<file path="config.mk">
export PLATFORM = sky130hd
export DESIGN_NAME = warp_issue_scheduler
export DESIGN_NICKNAME = d
export VERILOG_FILES = /design/src/rtl/warp_issue_scheduler.sv
export SDC_FILE = /design/constraint.sdc
export NUM_CORES = 1
export LEC_CHECK = 0
export CORE_MARGIN = 1
export CORE_UTILIZATION = 51
export CTS_BUF_LIST = sky130_fd_sc_hd__clkbuf_8
export CTS_CLUSTER_SIZE = 25
export DETAILED_ROUTE_END_ITERATION = 8
export PLACE_DENSITY = 0.77
export RECOVER_POWER = 25
export SETUP_SLACK_MARGIN = 0.2
export SLEW_MARGIN = 20
export SYNTH_ARGS = -nofsm -noshare
export SYNTH_HDL_FRONTEND = slang
export SYNTH_SLANG_ARGS = --single-unit
</file>
<file path="constraint.sdc">
create_clock -name clk -period 6 [get_ports clk]
set_input_delay 1.8 -clock clk [delete_from_list [all_inputs] [get_ports clk]]
set_output_delay 1.8 -clock clk [all_outputs]
set_load 0.005 [all_outputs]
</file>
<file path="src/rtl/warp_issue_scheduler.sv">
// ---------------------------------------------------------------------------
// warp_issue_scheduler
//   Picks one warp per cycle and presents it to the register scoreboard. If the
//   scoreboard answers ready in the same cycle, the instruction issues and the
//   warp's instruction-buffer head is popped. Selection is a loose round-robin.
//   A per-warp retry counter tracks failed ready checks. When a warp hits the
//   starvation limit, the FSM locks onto that warp until it issues or drops out.
//
// Ports
//   clk, reset     : clock, synchronous active-low reset
//   stall_i        : freezes all scheduler state; suppresses pops
//   ibufValid_i    : per-warp decoded instruction available
//   warpActive_i   : per-warp enable
//   sbReady_i      : scoreboard verdict for the current candidate (same cycle)
//   candWarp_o     : candidate warp to the scoreboard
//   candValid_o    : candidate valid to the scoreboard
//   ibufPop_o      : one-hot pop of the issued warp
//   issueValid_o   : registered, an instruction issued last cycle
//   issueWarp_o    : registered, warp issued last cycle (holds otherwise)
//   lockActive_o   : FSM is in LOCK (debug view of the state)
//   issueCnt_o     : issued-instruction count, wraps at 2^32
//
// Handshake: the candidate is offered whenever candValid_o=1. A transfer
// (issue) happens in exactly those cycles where candValid_o & sbReady_i &
// ~stall_i hold. Both sides see the same-cycle result, with no buffering.
// ---------------------------------------------------------------------------
module warp_issue_scheduler #(
  parameter int NUM_WARP     = 8,
  parameter int NUM_WARP_LOG = 3,
  parameter int STARVE_LIMIT = 15,
  parameter int CNT_W        = 4
) (
  input  logic                    clk,
  input  logic                    reset,
  input  logic                    stall_i,
  input  logic [NUM_WARP-1:0]     ibufValid_i,
  input  logic [NUM_WARP-1:0]     warpActive_i,
  input  logic                    sbReady_i,
  output logic [NUM_WARP_LOG-1:0] candWarp_o,
  output logic                    candValid_o,
  output logic [NUM_WARP-1:0]     ibufPop_o,
  output logic                    issueValid_o,
  output logic [NUM_WARP_LOG-1:0] issueWarp_o,
  output logic                    lockActive_o,
  output logic [31:0]             issueCnt_o
);

  typedef enum logic {S_SEARCH = 1'b0, S_LOCK = 1'b1} state_t;

  localparam logic [CNT_W-1:0] CNT_MAX   = {CNT_W{1'b1}};
  localparam logic [CNT_W-1:0] CNT_LIMIT = CNT_W'(STARVE_LIMIT);

  state_t                  state_q;
  logic [NUM_WARP_LOG-1:0] rr_ptr_q;
  logic [CNT_W-1:0]        retry_q [NUM_WARP];
  logic [NUM_WARP_LOG-1:0] lock_warp_q;
  logic                    issue_valid_q;
  logic [NUM_WARP_LOG-1:0] issue_warp_q;
  logic [31:0]             issue_cnt_q;

  logic [NUM_WARP-1:0]     eligible;
  logic [NUM_WARP_LOG-1:0] search_warp;
  logic                    search_found;
  logic [NUM_WARP_LOG-1:0] scan_idx;
  logic [NUM_WARP_LOG-1:0] cand;
  logic                    cand_valid;
  logic                    issue;
  logic [CNT_W-1:0]        retry_inc;

  assign eligible = ibufValid_i & warpActive_i;

  // First eligible warp at or after rr_ptr_q. NUM_WARP is a power of two, so
  // the index wraps naturally in NUM_WARP_LOG bits.
  always_comb begin
    search_found = 1'b0;
    search_warp  = rr_ptr_q;
    scan_idx     = rr_ptr_q;
    for (int i = 0; i < NUM_WARP; i++) begin
      scan_idx = rr_ptr_q + NUM_WARP_LOG'(i);
      if (!search_found && eligible[scan_idx]) begin
        search_found = 1'b1;
        search_warp  = scan_idx;
      end
    end
  end

  // While in reset, nothing is offered, so any pending candidate is dropped.
  always_comb begin
    cand       = '0;
    cand_valid = 1'b0;
    if (reset) begin
      if (state_q == S_LOCK) begin
        cand       = lock_warp_q;
        cand_valid = eligible[lock_warp_q];
      end else begin
        cand       = search_warp;
        cand_valid = search_found;
      end
    end
  end

  assign issue     = cand_valid & sbReady_i & ~stall_i;
  assign retry_inc = (retry_q[cand] == CNT_MAX) ? CNT_MAX : retry_q[cand] + CNT_W'(1);

  assign candWarp_o   = cand;
  assign candValid_o  = cand_valid;
  assign ibufPop_o    = issue ? (NUM_WARP'(1) << cand) : '0;
  assign issueValid_o = issue_valid_q;
  assign issueWarp_o  = issue_warp_q;
  assign lockActive_o = (state_q == S_LOCK);
  assign issueCnt_o   = issue_cnt_q;

  always_ff @(posedge clk) begin
    if (!reset) begin
      state_q       <= S_SEARCH;
      rr_ptr_q      <= '0;
      lock_warp_q   <= '0;
      issue_valid_q <= 1'b0;
      issue_warp_q  <= '0;
      issue_cnt_q   <= '0;
      for (int w = 0; w < NUM_WARP; w++) retry_q[w] <= '0;
    end else if (stall_i) begin
      issue_valid_q <= 1'b0;
    end else begin
      issue_valid_q <= issue;
      if (issue) begin
        issue_warp_q <= cand;
        issue_cnt_q  <= issue_cnt_q + 32'd1;
      end
      case (state_q)
        S_SEARCH: begin
          if (issue) begin
            rr_ptr_q      <= cand + NUM_WARP_LOG'(1);
            retry_q[cand] <= '0;
          end else if (cand_valid) begin
            rr_ptr_q      <= cand + NUM_WARP_LOG'(1);
            retry_q[cand] <= retry_inc;
            if (retry_inc == CNT_LIMIT) begin
              lock_warp_q <= cand;
              state_q     <= S_LOCK;
            end
          end
        end
        S_LOCK: begin
          // A refused ready keeps the lock and leaves the counter saturated.
          if (issue) begin
            rr_ptr_q             <= lock_warp_q + NUM_WARP_LOG'(1);
            retry_q[lock_warp_q] <= '0;
            state_q              <= S_SEARCH;
          end else if (!eligible[lock_warp_q]) begin
            retry_q[lock_warp_q] <= '0;
            state_q              <= S_SEARCH;
          end
        end
        default: state_q <= S_SEARCH;
      endcase
    end
  end

endmodule

</file>
==> flow_summary.json, run 1 <==
{
  "vias": 5213,
  "yosysTopAreaCell": "edfxtp_1",
  "fin_ws_ns": -0.198,
  "worstSkewPairLatency_ns": 0.36,
  "routedWlPerCell_um": 20.6,
  "slew_headroom_pct": 51.7,
  "synth_area_mm2": 0.00482,
  "r2r_cells": 22,
  "timing.rr.start": "rr_ptr_q[0]$_SDFFE_PN0P_",
  "path_clk_slew_ns": 0.09,
  "synth_edf_count": 32,
  "r2r_end": "lockActive_o$_SDFFE_PN0N_",
  "dpl_worst_slack_ns": -0.964,
  "layout-drive-gt1-share_pct": 35.0,
  "syn-num-nets": 555,
  "setup_violations": 11,
  "root_buffer": "clkbuf_8",
  "synth_compound_area_share_pct": 15.6,
  "portBuffers": 68,
  "cts_buffers": 9,
  "synth_top_cells_by_area": "edfxtp_1, dfxtp_1, nor2_1",
  "setup_tns_ns": -1.82,
  "die_x_um": 99.2,
  "die_y_um": 99.2,
  "ys_ff_latch": 75,
  "synth_ff_type": "dfxtp_1",
  "clock_sinks": 75,
  "fmax_mhz": 161,
  "p_per_area_mw_per_mm2": 515,
  "hold_class": "flip-flop to flip-flop",
  "grt_overflow": 0,
  "synth-xor-area-share_pct": 5.09,
  "maxCapViolations": 0,
  "htree_num_levels": 3,
  "tightest_slew_ns": 0.722,
  "nNetsFinal": 726,
  "yosysMostFrequentCell": "nor2_1",
  "layout_min_cycle_time_ns": 6.20,
  "crit_required_ns": 4.20,
  "antenna_found_initial": 0,
  "core_area_mm2": 0.00920,
  "hold_buffers": 0,
  "start_kind": "primary input",
  "ir_worst_vdd_mv": 0.427,
  "cts_tree": "done",
  "syn_inst": 530,
  "critPathKind": "primary input to output port",
  "async_flop_share_pct": 0,
  "hold_end": "issueCnt_o[21]$_SDFFE_PN0P_",
  "synth_top_family_by_area": "simple AND/OR/NAND/NOR gates",
  "initial_core_util_pct": 52.4,
  "yosys.cell_types.count": 71,
  "die-area_mm2": 0.00984,
  "status": "complete, but fails checks",
  "grt_pass1_vias": 5094,
  "synth.area.mux_share_pct": 13.0,
  "endpoint_kind": "output port",
  "grt_max_degree": 33,
  "gp_congestion": 0.918,
  "syn_avg_cell_area_um2": 9.09,
  "track_usage_pct": 32.3,
  "drtIter0Drc": 483,
  "rows": 35,
  "p_leak_nw": 2.82,
  "holdCritStartpoint": "issueCnt_o[21]$_SDFFE_PN0P_",
  "cp_max_fo": 5,
  "antenna_cells": 0,
  "ys_top_cells_by_count": "nor2_1, nand2_1, dfxtp_1",
  "io-pin-count": 69,
  "syn_to_final_growth_pct": 45.0,
  "critPathArrivalTime_ns": 4.40,
  "synth-simple-area-share_pct": 23.9,
  "holdPathStages": 2,
  "ant_nets": 0,
  "fin_crit_sh_pct": 103,
  "viasPerCell": 6.38,
  "drtPass1Iterations": 6,
  "violations": "negative setup slack",
  "regToRegSetupSlack_ns": 0.83,
  "finalHoldViolCount": 0,
  "grt_pass1_wl_mm": 24.6,
  "cts_buffer_depth": 2,
  "totalWireLength_mm": 16.8,
  "rsz0062_at_grt": "yes",
  "drv_slew": 0,
  "ys_seq_area_share_pct": 37.8,
  "ys_warn_count": 0,
  "yosys.area.top_type_share_pct": 20.0,
  "synth_fa_ha_area_share_pct": 1.30,
  "finClkSkew_ns": 0.00939,
  "place_hpwl_mm": 10.3,
  "drc": 0
}
==> cells by family (layout without fill, tap and decap cells) <==
| kind of cell | count (synthesis) | in the layout |
|---|---|---|
| AOI/OAI and AO/OA | 99 | 99 |
| muxes | 41 | 41 |
| buffers and inverters | 36 | 212 |
| and+or+nand+nor | 246 | 246 |
| xor gates and xnor gates | 28 | 28 |
| DFF | 75 | 75 |
| adders and majority gates | 5 | 5 |
==> through the flow <==
| step | hold slack, ns | total power [mW] | std cells | area (um^2) | utilization (%) |
|---|---|---|---|---|---|
| 2_1_floorplan | 0.438 | 1.78 | 530 | 4860 | - |
| 3_3_place_gp | 0.448 | 2.36 | 757 | 6100 | 66.3 |
| 3_5_place_dp | 0.473 | 2.40 | 757 | 6100 | 66.3 |
| 4_1_cts | 0.484 | 3.29 | 805 | 6810 | 74.0 |
| 5_1_grt | 0.542 | 3.72 | 817 | 6980 | 75.9 |
| 6_report | 0.506 | 3.60 | 817 | 6980 | 75.9 |
==> final cells by class <==
cell class / instances / area [um^2]
clock buffers: 9 / 124
clock inverters: 7 / 124
multi-input cells: 419 / 3130
well taps: 111 / 139
inverters: 15 / 60.1
repair buffers: 181 / 1590
fillers: 598 / 2210
flip-flops and latches: 75 / 1820
==> critical path: stages <==
cell,delay [ns]
buf_6,0.10
and2_4,0.16
mux4_2,0.52
mux2i_4,0.21
o211ai_4,0.16
buf_6,0.16
a211o_1,0.28
a211oi_2,0.31
a21oi_2,0.09
inv_2,0.12
buf_12,0.13
nand2_8,0.08
nor2_4,0.12
buf_2,0.13
==> report_power, final <==
group          internal (mW)  total, mW  switching [mW]
sequential             0.576      0.615          0.0385
clock                  0.281      0.499           0.219
combinational           1.20       2.48            1.29
==> layer usage <==
metal,global-route usage [%],up-vias,routed length [um]
met3,5.48,117,1250
met4,22.2,0,1060
met5,0,-,0
met1,34.8,2487,6120
met2,58.2,345,8370
li1,-,2264,-
==> cell usage in the layout (no fill, tap or decap), types with 4 or more instances in the layout <==
cell	n
nand2_2	6
and2_1	4
nor3_1	5
and3_1	7
clkbuf_8	9
nand3_1	21
buf_6	25
and2_4	9
a211oi_1	5
nor2_1	84
or3_1	10
buf_2	12
buf_4	96
clkdlybuf4s50_1	4
dlygate4sd3_1	36
nor2_4	7
xor2_1	20
ha_1	4
nor3_4	4
nand2_1	57
nand4_1	7
nor3_2	4
a21oi_1	20
edfxtp_1	32
o21ai_0	17
xnor2_1	8
inv_1	11
mux2i_1	22
mux4_2	15
dfxtp_1	43
==> registers in the layout, summed over array words and instances, names as in the netlist <==
name	flops
lock_warp_q	3
issueCnt_o	32
lockActive_o	1
retry_q	32
issueWarp_o	3
rr_ptr_q	3
issueValid_o	1
==> worst max path at each step <==
| stage | slack [ns] | startpoint | end | cells past startpoint |
|---|---|---|---|---|
| after global routing | -0.29 | warpActive_i[0] | ibufPop_o[7] | 14 |
| final | -0.20 | warpActive_i[0] | ibufPop_o[6] | 14 |
| after floorplan | 0.15 | ibufValid_i[2] | ibufPop_o[2] | 12 |
| after detailed placement | -0.96 | ibufValid_i[0] | ibufPop_o[2] | 14 |
| after CTS | -0.15 | ibufValid_i[2] | ibufPop_o[3] | 13 |
| after global placement | -0.88 | ibufValid_i[0] | ibufPop_o[1] | 14 |
==> timing repair <==
action                                  4_1_cts  5_1_grt
pin swaps                                    29       23
buffers inserted                             32       12
cloned                                        0        0
endpoints found under the setup margin       48       33
gates resized for setup                     178       30
Power figures use the tool's default switching activity.
==> run 2: changes to the inputs <==
--- a/config.mk
+++ b/config.mk
@@ -6,11 +6,12 @@
 export NUM_CORES = 1
 export LEC_CHECK = 0
 export CORE_MARGIN = 1
-export CORE_UTILIZATION = 51
+export CORE_UTILIZATION = 60
 export CTS_BUF_LIST = sky130_fd_sc_hd__clkbuf_8
 export CTS_CLUSTER_SIZE = 25
 export DETAILED_ROUTE_END_ITERATION = 8
-export PLACE_DENSITY = 0.77
+export DONT_BUFFER_PORTS = 1
+export PLACE_DENSITY = 0.78
 export RECOVER_POWER = 25
 export SETUP_SLACK_MARGIN = 0.2
 export SLEW_MARGIN = 20
==> run 2 against run 1 <==
Compared with the run above:
- flip-flop and latch count stayed put
- clock skew is 0.0072 ns higher
- the run now ends clean
- total power is 18% lower
- critical endpoint is now ibufPop_o[3]
- sequential power is 0.8% lower
- non-clock buffer count is 129 lower
- combinational power is 23% lower
- largest cell class unchanged
==> flow_summary.json, run 2 (same netlist as run 1, synthesis figures left out) <==
{
  "status": "completed",
  "drv_slew": 0,
  "drtPass1Iterations": 7,
  "grt_overflow": 0,
  "p_per_area_mw_per_mm2": 521,
  "path_clk_slew_ns": 0.09,
  "nNetsFinal": 597,
  "finalHoldViolCount": 0,
  "cts_buffer_depth": 2,
  "initial_core_util_pct": 62.3,
  "htree_num_levels": 3,
  "hold_class": "flip-flop to flip-flop",
  "wl_met2_mm": 6.60,
  "drtIter0Drc": 324,
  "antenna_found_initial": 0,
  "hold_buffers": 0,
  "dr.max_layer_used": "met4",
  "regToRegSetupSlack_ns": 0.70,
  "setup_violations": 0,
  "maxCapViolations": 0,
  "rows": 32,
  "clock_sinks": 75,
  "ir_worst_vdd_mv": 0.369,
  "fin_crit_sh_pct": 99.7,
  "worstSkewPairLatency_ns": 0.36,
  "place_hpwl_mm": 8.99,
  "p_leak_nw": 2.07,
  "root_buffer": "clkbuf_8",
  "layout_common_cells": "nor2_1, nand2_1, buf_4",
  "drc": 0,
  "track_usage_pct": 31.2,
  "finClkSkew_ns": 0.0166,
  "finalPower_mw": 2.96,
  "slew_headroom_pct": 42.5,
  "grt_pass1_vias": 4118,
  "layout_commonest_cell": "nor2_1",
  "cp_max_fo": 7,
  "core_area_mm2": 0.00773,
  "crit_required_ns": 4.20,
  "critPathArrivalTime_ns": 4.18,
  "wl_met3_mm": 1.05,
  "io-pin-count": 69,
  "grt_pass1_wl_mm": 20.3,
  "gp_congestion": 1.02,
  "die_y_um": 91.6,
  "endpoint_kind": "output port",
  "routedWlPerCell_um": 19.5,
  "layout-drive-gt1-share_pct": 25.1,
  "drt-met1-wl_mm": 5.08,
  "utilization_pct": 73.6,
  "setup_tns_ns": 0,
  "layout_min_cycle_time_ns": 5.98,
  "critPathKind": "primary input to output port",
  "grt_max_degree": 37,
  "die-area_mm2": 0.00839,
  "ant_nets": 0,
  "totalWireLength_mm": 13.2,
  "holdWs_ns": 0.469,
  "fmax_mhz": 167,
  "antenna_cells": 0,
  "portBuffers": 0,
  "start_kind": "primary input",
  "cts_tree": "done",
  "tightest_slew_ns": 0.859,
  "cts_buffers": 9,
  "rsz0062_at_grt": "yes",
  "syn_to_final_growth_pct": 18.1,
  "die_x_um": 91.6,
  "viasPerCell": 6.46,
  "vias": 4388
}
run 2: cell count changes in the layout (fill, tap and decap cells not counted), sizes merged, moves of 2 or more:
| cell | delta |
|---|---|
| inv | +3 |
| clkdlybuf4s50 | -4 |
| dlygate4sd2 | -2 |
| buf | -87 |
| dlygate4sd3 | -36 |
run 2: final cells by class:
cell class                      instances  area, um^2
Clock inverter                          7         104
Fill cell                             543        2040
Sequential cell                        75        1820
Multi-Input combinational cell        419        3040
Clock buffer                            9         124
Inverter                               15        56.3
Timing Repair Buffer                   52         409
Tap cell                              102         128
run 2: critical path, stage by stage:
cell and delay [ns]:
nand2_2 0.13, o21ai_1 0.11, mux4_2 0.53, buf_4 0.17
nand4bb_4 0.20, nor4_2 0.38, a21o_1 0.16, or2_4 0.14
clkinv_1 0.15, buf_4 0.21, and3_1 0.21
run 2: per-stage QoR:
stage	std cells	setup slack, ns	instance area [um^2]
after CTS	670	0.113	5530
final	679	0.0186	5690
after global placement	643	0.0189	5110
after floorplan	530	0.154	4860
after detailed placement	643	-0.0360	5110
after global routing	679	-0.0776	5690
run 2: path summary, 6_finish.rpt:
kind	start	endpoint	cells after the start
max	ibufValid_i[3]	ibufPop_o[3]	11
max reg2reg	rr_ptr_q[1]$_SDFFE_PN0P_	lock_warp_q[1]$_SDFFE_PN0P_	19
min reg2reg	lock_warp_q[1]$_SDFFE_PN0P_	lock_warp_q[1]$_SDFFE_PN0P_	2
min	lock_warp_q[1]$_SDFFE_PN0P_	lock_warp_q[1]$_SDFFE_PN0P_	2
run 2: timing repair:
item                                    4_1_cts  5_1_grt
endpoints found under the setup margin        9       16
setup buffers                                11        9
resized for setup                            24       24
pin swaps                                    10       10
run 2: routing by layer:
layer	track usage, %	up-vias
li1	-	2013
met1	36.0	2098
met2	52.8	230
met3	8.71	47
met4	15.7	0
met5	0	-
run 2: where the power goes:
group	leakage (nW)	internal, mW	total (mW)	switching, mW
Clock	0.117	0.242	0.456	0.214
Sequential	0.679	0.576	0.610	0.0331
Combinational	1.27	0.842	1.90	1.06
==> run 3: changes to the inputs <==
--- a/config.mk
+++ b/config.mk
@@ -5,6 +5,7 @@
 export SDC_FILE = /design/constraint.sdc
 export NUM_CORES = 1
 export LEC_CHECK = 0
+export ABC_CLOCK_PERIOD_IN_PS = 6000
 export CORE_MARGIN = 1
 export CORE_UTILIZATION = 60
 export CTS_BUF_LIST = sky130_fd_sc_hd__clkbuf_8
==> results of run 3 <==
The final DEF is identical to that of run 2; final timing and power are the same.
